File: src/rtl/tensor_pkg.sv
// Shared types and defaults for the tensor stream buffer.
// Holds the controller state encoding and the default element width.
package tensor_pkg;

   typedef enum logic [1:0] {
      IDLE   = 2'd0,
      LOAD   = 2'd1,
      STREAM = 2'd2
   } tsb_state_t;

   localparam int DATA_W_DEFAULT = 16;

endpackage

File: src/rtl/tensor_store.sv
// Flat register-array element store: one prioritised write port (clear > load > host write)
// and two combinational read ports, addressed row-major as {row, col}.
module tensor_store #(
   parameter int DATA_W = 16,
   parameter int ADDR_W = 6
) (
   input  logic              clk,
   input  logic              rst,
   input  logic              clear,
   input  logic              ld_we,
   input  logic [ADDR_W-1:0] ld_addr,
   input  logic [DATA_W-1:0] ld_data,
   input  logic              wr_we,
   input  logic [ADDR_W-1:0] wr_addr,
   input  logic [DATA_W-1:0] wr_data,
   input  logic [ADDR_W-1:0] rd_a_addr,
   output logic [DATA_W-1:0] rd_a_data,
   input  logic [ADDR_W-1:0] rd_b_addr,
   output logic [DATA_W-1:0] rd_b_data
);

   localparam int DEPTH = 1 << ADDR_W;

   logic [DATA_W-1:0] w_words [DEPTH];

   // Each element owns its register so clear can zero the whole array in one cycle.
   generate
      for (genvar gi = 0; gi < DEPTH; gi++) begin : g_elem
         logic [DATA_W-1:0] r_word;
         logic              w_ld_hit;
         logic              w_wr_hit;

         assign w_ld_hit = ld_we && (ld_addr == ADDR_W'(gi));
         assign w_wr_hit = wr_we && (wr_addr == ADDR_W'(gi));

         always_ff @(posedge clk or posedge rst) begin
            if (rst) begin
               r_word <= '0;
            end else if (clear) begin
               r_word <= '0;
            end else if (w_ld_hit) begin
               r_word <= ld_data;
            end else if (w_wr_hit) begin
               r_word <= wr_data;
            end
         end

         assign w_words[gi] = r_word;
      end
   endgenerate

   assign rd_a_data = w_words[rd_a_addr];
   assign rd_b_data = w_words[rd_b_addr];

endmodule

File: src/rtl/tensor_stream_buffer.sv
// 2-D parameter store with burst-load and row-stream valid/ready ports plus host random access.
// The controller sequences IDLE/LOAD/STREAM; element storage lives in tensor_store.
module tensor_stream_buffer
   import tensor_pkg::*;
#(
   parameter int DATA_W   = DATA_W_DEFAULT,
   parameter int ROW_BITS = 2,
   parameter int COL_BITS = 4
) (
   input  logic                clk,
   input  logic                rst,
   input  logic                clear,
   input  logic                wr_en,
   input  logic [ROW_BITS-1:0] wr_r,
   input  logic [COL_BITS-1:0] wr_c,
   input  logic [DATA_W-1:0]   wr_data,
   input  logic [ROW_BITS-1:0] rd_r,
   input  logic [COL_BITS-1:0] rd_c,
   output logic [DATA_W-1:0]   rd_data,
   input  logic                cmd_load,
   input  logic                ld_valid,
   input  logic [DATA_W-1:0]   ld_data,
   output logic                ld_ready,
   output logic                load_done,
   input  logic                cmd_stream,
   input  logic [ROW_BITS-1:0] cmd_row,
   output logic                out_valid,
   output logic [DATA_W-1:0]   out_data,
   output logic                out_last,
   input  logic                out_ready,
   output logic                busy
);

   localparam int ADDR_W = ROW_BITS + COL_BITS;
   localparam logic [ADDR_W-1:0]   LAST_ADDR = '1;
   localparam logic [COL_BITS-1:0] LAST_COL  = '1;

   tsb_state_t          r_state;
   logic [ADDR_W-1:0]   r_ld_ptr;
   logic [ROW_BITS-1:0] r_s_row;
   logic [COL_BITS-1:0] r_col_ptr;
   logic                r_ld_ready;
   logic                r_load_done;
   logic                r_out_valid;
   logic                r_busy;

   logic w_ld_fire;
   logic w_out_fire;
   logic w_wr_ok;

   assign w_ld_fire  = r_ld_ready && ld_valid;
   assign w_out_fire = r_out_valid && out_ready;
   // Host writes are locked out while a burst load owns the write port.
   assign w_wr_ok    = wr_en && (r_state != LOAD);

   always_ff @(posedge clk or posedge rst) begin
      if (rst) begin
         r_state     <= IDLE;
         r_ld_ptr    <= '0;
         r_s_row     <= '0;
         r_col_ptr   <= '0;
         r_ld_ready  <= 1'b0;
         r_load_done <= 1'b0;
         r_out_valid <= 1'b0;
         r_busy      <= 1'b0;
      end else if (clear) begin
         r_state     <= IDLE;
         r_ld_ptr    <= '0;
         r_s_row     <= '0;
         r_col_ptr   <= '0;
         r_ld_ready  <= 1'b0;
         r_load_done <= 1'b0;
         r_out_valid <= 1'b0;
         r_busy      <= 1'b0;
      end else begin
         r_load_done <= 1'b0;
         case (r_state)
            IDLE: begin
               if (cmd_load) begin
                  r_state    <= LOAD;
                  r_ld_ptr   <= '0;
                  r_ld_ready <= 1'b1;
                  r_busy     <= 1'b1;
               end else if (cmd_stream) begin
                  r_state     <= STREAM;
                  r_s_row     <= cmd_row;
                  r_col_ptr   <= '0;
                  r_out_valid <= 1'b1;
                  r_busy      <= 1'b1;
               end
            end
            LOAD: begin
               if (w_ld_fire) begin
                  r_ld_ptr <= r_ld_ptr + 1'b1;
                  if (r_ld_ptr == LAST_ADDR) begin
                     r_state     <= IDLE;
                     r_ld_ready  <= 1'b0;
                     r_busy      <= 1'b0;
                     r_load_done <= 1'b1;
                  end
               end
            end
            STREAM: begin
               if (w_out_fire) begin
                  r_col_ptr <= r_col_ptr + 1'b1;
                  if (r_col_ptr == LAST_COL) begin
                     r_state     <= IDLE;
                     r_out_valid <= 1'b0;
                     r_busy      <= 1'b0;
                  end
               end
            end
            default: begin
               r_state     <= IDLE;
               r_ld_ready  <= 1'b0;
               r_out_valid <= 1'b0;
               r_busy      <= 1'b0;
            end
         endcase
      end
   end

   tensor_store #(
      .DATA_W (DATA_W),
      .ADDR_W (ADDR_W)
   ) u_store (
      .clk       (clk),
      .rst       (rst),
      .clear     (clear),
      .ld_we     (w_ld_fire),
      .ld_addr   (r_ld_ptr),
      .ld_data   (ld_data),
      .wr_we     (w_wr_ok),
      .wr_addr   ({wr_r, wr_c}),
      .wr_data   (wr_data),
      .rd_a_addr ({rd_r, rd_c}),
      .rd_a_data (rd_data),
      .rd_b_addr ({r_s_row, r_col_ptr}),
      .rd_b_data (out_data)
   );

   assign ld_ready  = r_ld_ready;
   assign load_done = r_load_done;
   assign out_valid = r_out_valid;
   assign out_last  = r_out_valid && (r_col_ptr == LAST_COL);
   assign busy      = r_busy;

endmodule

File: config.mk
export PLATFORM = sky130hd
export DESIGN_NAME = tensor_stream_buffer
export DESIGN_NICKNAME = d
export VERILOG_FILES = /design/src/rtl/tensor_pkg.sv /design/src/rtl/tensor_store.sv /design/src/rtl/tensor_stream_buffer.sv
export SDC_FILE = /design/constraint.sdc
export NUM_CORES = 2
export LEC_CHECK = 0
export BUFFER_PORTS_ARGS = -buffer_cell sky130_fd_sc_hd__buf_2
export CAP_MARGIN = 20
export CORE_ASPECT_RATIO = 1.75
export CORE_MARGIN = 1.5
export CORE_UTILIZATION = 55
export CTS_CLUSTER_DIAMETER = 60
export DETAILED_ROUTE_END_ITERATION = 10
export HOLD_SLACK_MARGIN = 0.03
export PLACE_DENSITY = 0.8
export SETUP_SLACK_MARGIN = 0.2
export SYNTH_ARGS = -nofsm -noshare
export SYNTH_HDL_FRONTEND = slang
export SYNTH_SLANG_ARGS = --single-unit
export TNS_END_PERCENT = 1
File: constraint.sdc
create_clock -name clk -period 38.3 [get_ports clk]
set_clock_uncertainty 0.2 [all_clocks]
set_input_delay 3.83 -clock clk [delete_from_list [all_inputs] [get_ports clk]]
set_output_delay 3.83 -clock clk [all_outputs]
set_load 0.1 [all_outputs]
== Word-level counts from Yosys, hierarchy flattened ==
Index checks and enable logic that the tools add are counted.

* Word-level logic and storage cells: 665
* Flip-flop bits (word level): 1042

* Reduce and logical (&&, ||, !) cells: 209
* Magnitude comparators: 2
* Bitwise gates (word level): 2
* Eq/ne operators: 141
* Add/sub/neg operators: 2
* Multiplexer cells: 237

{| class="wikitable"
|+ Operators by type and width
! operator !! count
|-
| 16-bit two-way mux || 196
|-
| 6-bit == test, second input constant || 64
|-
| 3-bit nonzero test || 66
|-
| 16-bit binary-select mux with 6-bit select || 2
|-
| 6-bit by 5-bit == test with 1-bit output, second input constant || 32
|-
| 1-bit logical AND || 132
|-
| 6-bit by 4-bit == test with 1-bit output, second input constant || 16
|-
| 6-bit by 3-bit == test with 1-bit output, second input constant || 8
|-
| 6-bit by 2-bit == test with 1-bit output, second input constant || 4
|-
| 2-bit two-way mux || 11
|-
| 6-bit two-way mux || 3
|-
| 3-bit inequality test, second input constant || 6
|-
| 4-bit two-way mux || 4
|-
| 1-bit two-way mux || 15
|-
| 7-bit >= comparator, second input constant || 2
|-
| 6-bit inverter with 7-bit output || 2
|-
| 6-bit by 1-bit == test with 1-bit output, second input constant || 2
|-
| 6-bit logical NOT || 2
|-
| 6-bit one-hot mux with 2 select lines || 1
|-
| 5-bit AND reduction || 2
|-
| 1-bit one-hot mux with 3 select lines || 3
|-
| 4-bit one-hot mux with 2 select lines || 1
|-
| 4-bit AND reduction || 2
|-
| 6-bit by 1-bit adder with 6-bit output, second input constant || 1
|-
| 12 further kinds || 16
|}

== Depth between registers and ports, before layout ==
* Depth after elaboration: 6
* Gate-level depth with buffers: 10

== Cells and area by module ==
From an unflattened synthesis, not the netlist that was laid out.

* Cells, all modules: 6297
* Area total of the unflattened synthesis: 69208.9 µm²

{| class="wikitable"
|+ Modules (own cells, without submodules)
! module !! area each (µm²) !! times used !! cells an instance
|-
| tensor_store || 68222.9 || 1 || 6199
|-
| tensor_stream_buffer || 985.9 || 1 || 98
|}

== Worst setup path before layout ==
No wires, ideal clock.

* Path type: input-to-output
* Start: input rd_c[0]
* End: output rd_data[10]
* Cell stages on the path: 8
* Data arrival time: 7286 ps
* Data required time: 34270 ps
* Setup slack: 26984 ps
* Path through: buf_4 > buf_6 > buf_4 > mux4_2 > nand2_1 > a32oi_1 > o221ai_1 > o32ai_1

* Longest elaborated chain between the ends: 4

{| class="wikitable"
|+ RTL lines
! item !! RTL line !! RTL
|-
| start: declaration || tensor_stream_buffer.sv:18 || <nowiki>input logic [COL_BITS-1:0] rd_c,</nowiki>
|-
| 6-bit inverter with 7-bit output (not written as such) || tensor_store.sv:52 || <nowiki>assign rd_a_data = w_words[rd_a_addr];</nowiki>
|-
| 16-bit binary-select mux with 6-bit select || tensor_store.sv:52 ||
|-
| 16-bit two-way mux (not written as such) (2 in series) || tensor_store.sv:52 ||
|-
| end: declaration || tensor_stream_buffer.sv:19 || <nowiki>output logic [DATA_W-1:0] rd_data,</nowiki>
|}

No other way between the ends. The select of a mux whose other input is x is not followed.

== Worst setup path after layout ==
* Start: input rd_c[0]
* End: output rd_data[11]

Same word-level chain as after synthesis.

==> qor.yml <==
slew_viol_final: 4
worstSkewPairLatency_ns: 0.75
hp-class: "reg2reg"
final_nets: 5927
ant_nets: 0
drt_iter0_drc: 10471
syn_area_per_cell_um2: 11.1
yosys_warnings: 0
ys_ff_latch: 1042
fmax_mhz: 75.1
critPathMaxFanout: 60
yosysUniqueCellTypes: 64
grt_overflow_total: 0
crit_arrival_ns: 9.29
cts_tree: "built"
synthArstFlopShare_pct: 100
leakage_nw: 28.9
synthesis.area_mm2: 0.0690
grt_pass1_vias: 58931
max_stage_delay_ns: 1.07
antenna_found_initial: 23
wl_um: 271000
crit_required_ns: 34.27
firstDrtPassIters: 9
grtUsageTotal_pct: 42.5
postSynthCellCount: 6244
globalplace.congestion: 1.10
power.density_mw_per_mm2: 39.5
dp.cells: 7399
synth_area_leader_cell: "dfrtp_1"
core_area_mm2: 0.124
cp_slowest_cell: "a32oi_1"
setup_tns_ns: 0
cp-start-kind: "input port"
rsz0062_at_grt: "no"
setup_viol: 0
cts_buffers: 97
max-cap-violations: 0
fin_crit_sh_pct: 34.8
crit_top_cell: "buf_4"
synth_seq_area_share_pct: 37.8
layout-drive-gt1-share_pct: 19.3
htreeDepth: 3
die_y_um: 472
crit_path_end_kind: "primary output"
post_cts_buffers: 0
failed_checks: "slew limit"
start_util_pct: 55.5
synth_edf_count: 0
slew_headroom_pct: -6.81
cts_num_sinks: 1042
wl_per_cell_um: 35.6
grt_max_degree: 204
cts.path.max_buffers: 3
synthToLayoutAreaGrowth_pct: 7.17
die-area_mm2: 0.128
row_count: 171
synth_top_area_share_pct: 37.8
clk_pin_slew_ns: 0.07
hold_buffers: 0
post_cts_resized: 0
finalCriticalPeriod_ns: 13.32
irDropWorstVdd_uv: 34.8
die_w_um: 271
hold_violations: 0
grt_pass1_wl_um: 399000
tightest_slew_ns: 1.60
dp_hpwl_um: 162000
crit_type: "in2out"
syn-num-nets: 6303
num_vias: 59637
final_cells: 7608
cts-root-buf: "clkbuf_16"
synth_flop_cell: "dfrtp_1"
drc: 0
fillers: 9691
avgViaCountPerCell: 7.84
crit_chain: "buf_8 > buf_4 > buf_4 > mux4_2 > mux2i_1 > a32oi_1 > o221ai_1 > o32ai_1 > buf_2"
synthTopCellsByArea: "dfrtp_1 (38%), mux2i_1 (17%), mux4_2 (16%)"
ios: 91
port_buffers: 90
status: "finished, violations left"
[synthesized netlist by cell type, types with 7 or more instances]
library cell / number
o32ai_1: 14
nor2_1: 39
a32oi_1: 14
nand3_1: 23
a221oi_1: 56
a211oi_1: 36
buf_4: 58
o221ai_1: 14
nor3_1: 10
clkbuf_1: 487
a211o_1: 12
mux2i_1: 1175
o22ai_1: 18
buf_6: 34
nand3b_1: 8
a21oi_1: 38
nor2_2: 47
and2_1: 8
inv_1: 11
buf_1: 58
nand2b_1: 7
mux4_2: 502
nor2b_1: 25
o31ai_1: 1024
dfrtp_1: 1042
and3_1: 16
nand2_1: 1105
a221o_1: 14
buf_2: 173
o21ai_0: 49
a22oi_1: 33
a211oi_2: 31
[stage by stage]
| step | setup slack, ns | utilization, % | hold slack [ns] | cell area, um2 | total power, mW |
|---|---|---|---|---|---|
| 5_1_grt | 24.83 | 59.5 | 0.315 | 73900 | 2.98 |
| 3_5_place_dp | 25.88 | 56.7 | 0.280 | 70400 | 1.85 |
| 3_3_place_gp | 25.87 | 56.6 | 0.272 | 70400 | 1.83 |
| 6_report | 24.98 | 59.5 | 0.297 | 74000 | 2.92 |
| 2_1_floorplan | 4.94 | - | 0.260 | 69000 | 1.65 |
| 4_1_cts | 25.86 | 59.3 | 0.295 | 73700 | 2.87 |
[where the power goes]
| part | switching, mW | internal [mW] |
|---|---|---|
| registers | 0.0849 | 1.19 |
| clock network | 0.482 | 0.563 |
| logic | 0.408 | 0.198 |
[routing by layer]
layer	GRT usage, %	wire length [um]	up-vias
met5	1.41	247	-
met4	34.6	28700	22
met3	17.5	39800	1736
met2	63.3	119000	5440
met1	47.7	83600	29489
li1	-	-	22950
[cell type report]
class,count,area (um2),share of cell area [%]
Antenna cell,19,47.5,0.0643
Clock buffer,137,2810,3.80
Clock inverter,40,488,0.660
Inverter,12,52.6,0.0710
Multi-Input combinational cell,4379,40000,54.0
Sequential cell,1042,26100,35.3
Tap cell,1643,2060,2.78
Timing Repair Buffer,336,2470,3.34
[sequential cells by signal, summed over array words and instances (netlist names)]
register and cells:
r_s_row 2, r_ld_ptr 6, out_valid 1, busy 1, r_col_ptr 4, r_state 2
load_done 1, u_store.g_elem.r_word 1024, ld_ready 1
[cells in the final DEF, fill, tap and decap left out, types with 9 or more instances in the layout]
cell / count
nor2_2: 43
o21ai_0: 49
inv_1: 9
a22oi_1: 33
nor2_1: 39
o221ai_1: 14
o31ai_1: 1024
buf_4: 234
a221o_1: 14
a32oi_1: 14
clkbuf_1: 18
mux2i_1: 1175
a221oi_4: 16
and3_1: 16
clkbuf_8: 21
a211o_1: 12
o32ai_1: 14
clkbuf_16: 98
a221oi_1: 43
nand3_1: 23
diode_2: 19
a211oi_4: 48
a211oi_1: 16
nand2_1: 1105
o22ai_1: 18
dfrtp_1: 1038
buf_2: 86
clkinv_2: 18
nor2b_1: 24
mux4_2: 502
a21oi_1: 38
[path summary, 6_finish.rpt]
kind / end / slack [ns] / startpoint / cells past startpoint
max: rd_data[11] / 24.98 / rd_c[0] / 9
min: u_store.g_elem[18].r_word[4]$_DFFE_PP0P_ / 0.30 / u_store.g_elem[18].r_word[4]$_DFFE_PP0P_ / 2
max reg2reg: u_store.g_elem[17].r_word[13]$_DFFE_PP0P_ / 34.56 / ld_ready$_DFFE_PP0P_ / 5
min reg2reg: u_store.g_elem[18].r_word[4]$_DFFE_PP0P_ / 0.30 / u_store.g_elem[18].r_word[4]$_DFFE_PP0P_ / 2
max in group asynchronous: u_store.g_elem[3].r_word[7]$_DFFE_PP0P_ / 30.62 / rst / 6
min in group asynchronous: u_store.g_elem[33].r_word[2]$_DFFE_PP0P_ / 2.99 / rst / 2
[worst max-delay path, delay by kind of cell]
family	cells	cell delay (ns)
AOI/OAI and AO/OA	3	2.44
muxes	2	0.50
buffers and inverters	4	2.38
[logic make-up (layout without fill, tap and decap cells)]
| kind of cell | Yosys count | in the layout | share of synthesized area (%) |
|---|---|---|---|
| AOI/OAI and AO/OA | 1371 | 1371 | 15.1 |
| xor gates and xnor gates | 5 | 5 | 0.0635 |
| adders and majority gates | 5 | 5 | 0.0907 |
| buffers and inverters | 823 | 525 | 5.48 |
| DFF | 1042 | 1042 | 37.8 |
| muxes | 1678 | 1678 | 33.4 |
| other | 0 | 19 | 0 |
| and+or+nand+nor | 1320 | 1320 | 8.02 |
Power figures use the tool's default switching activity.
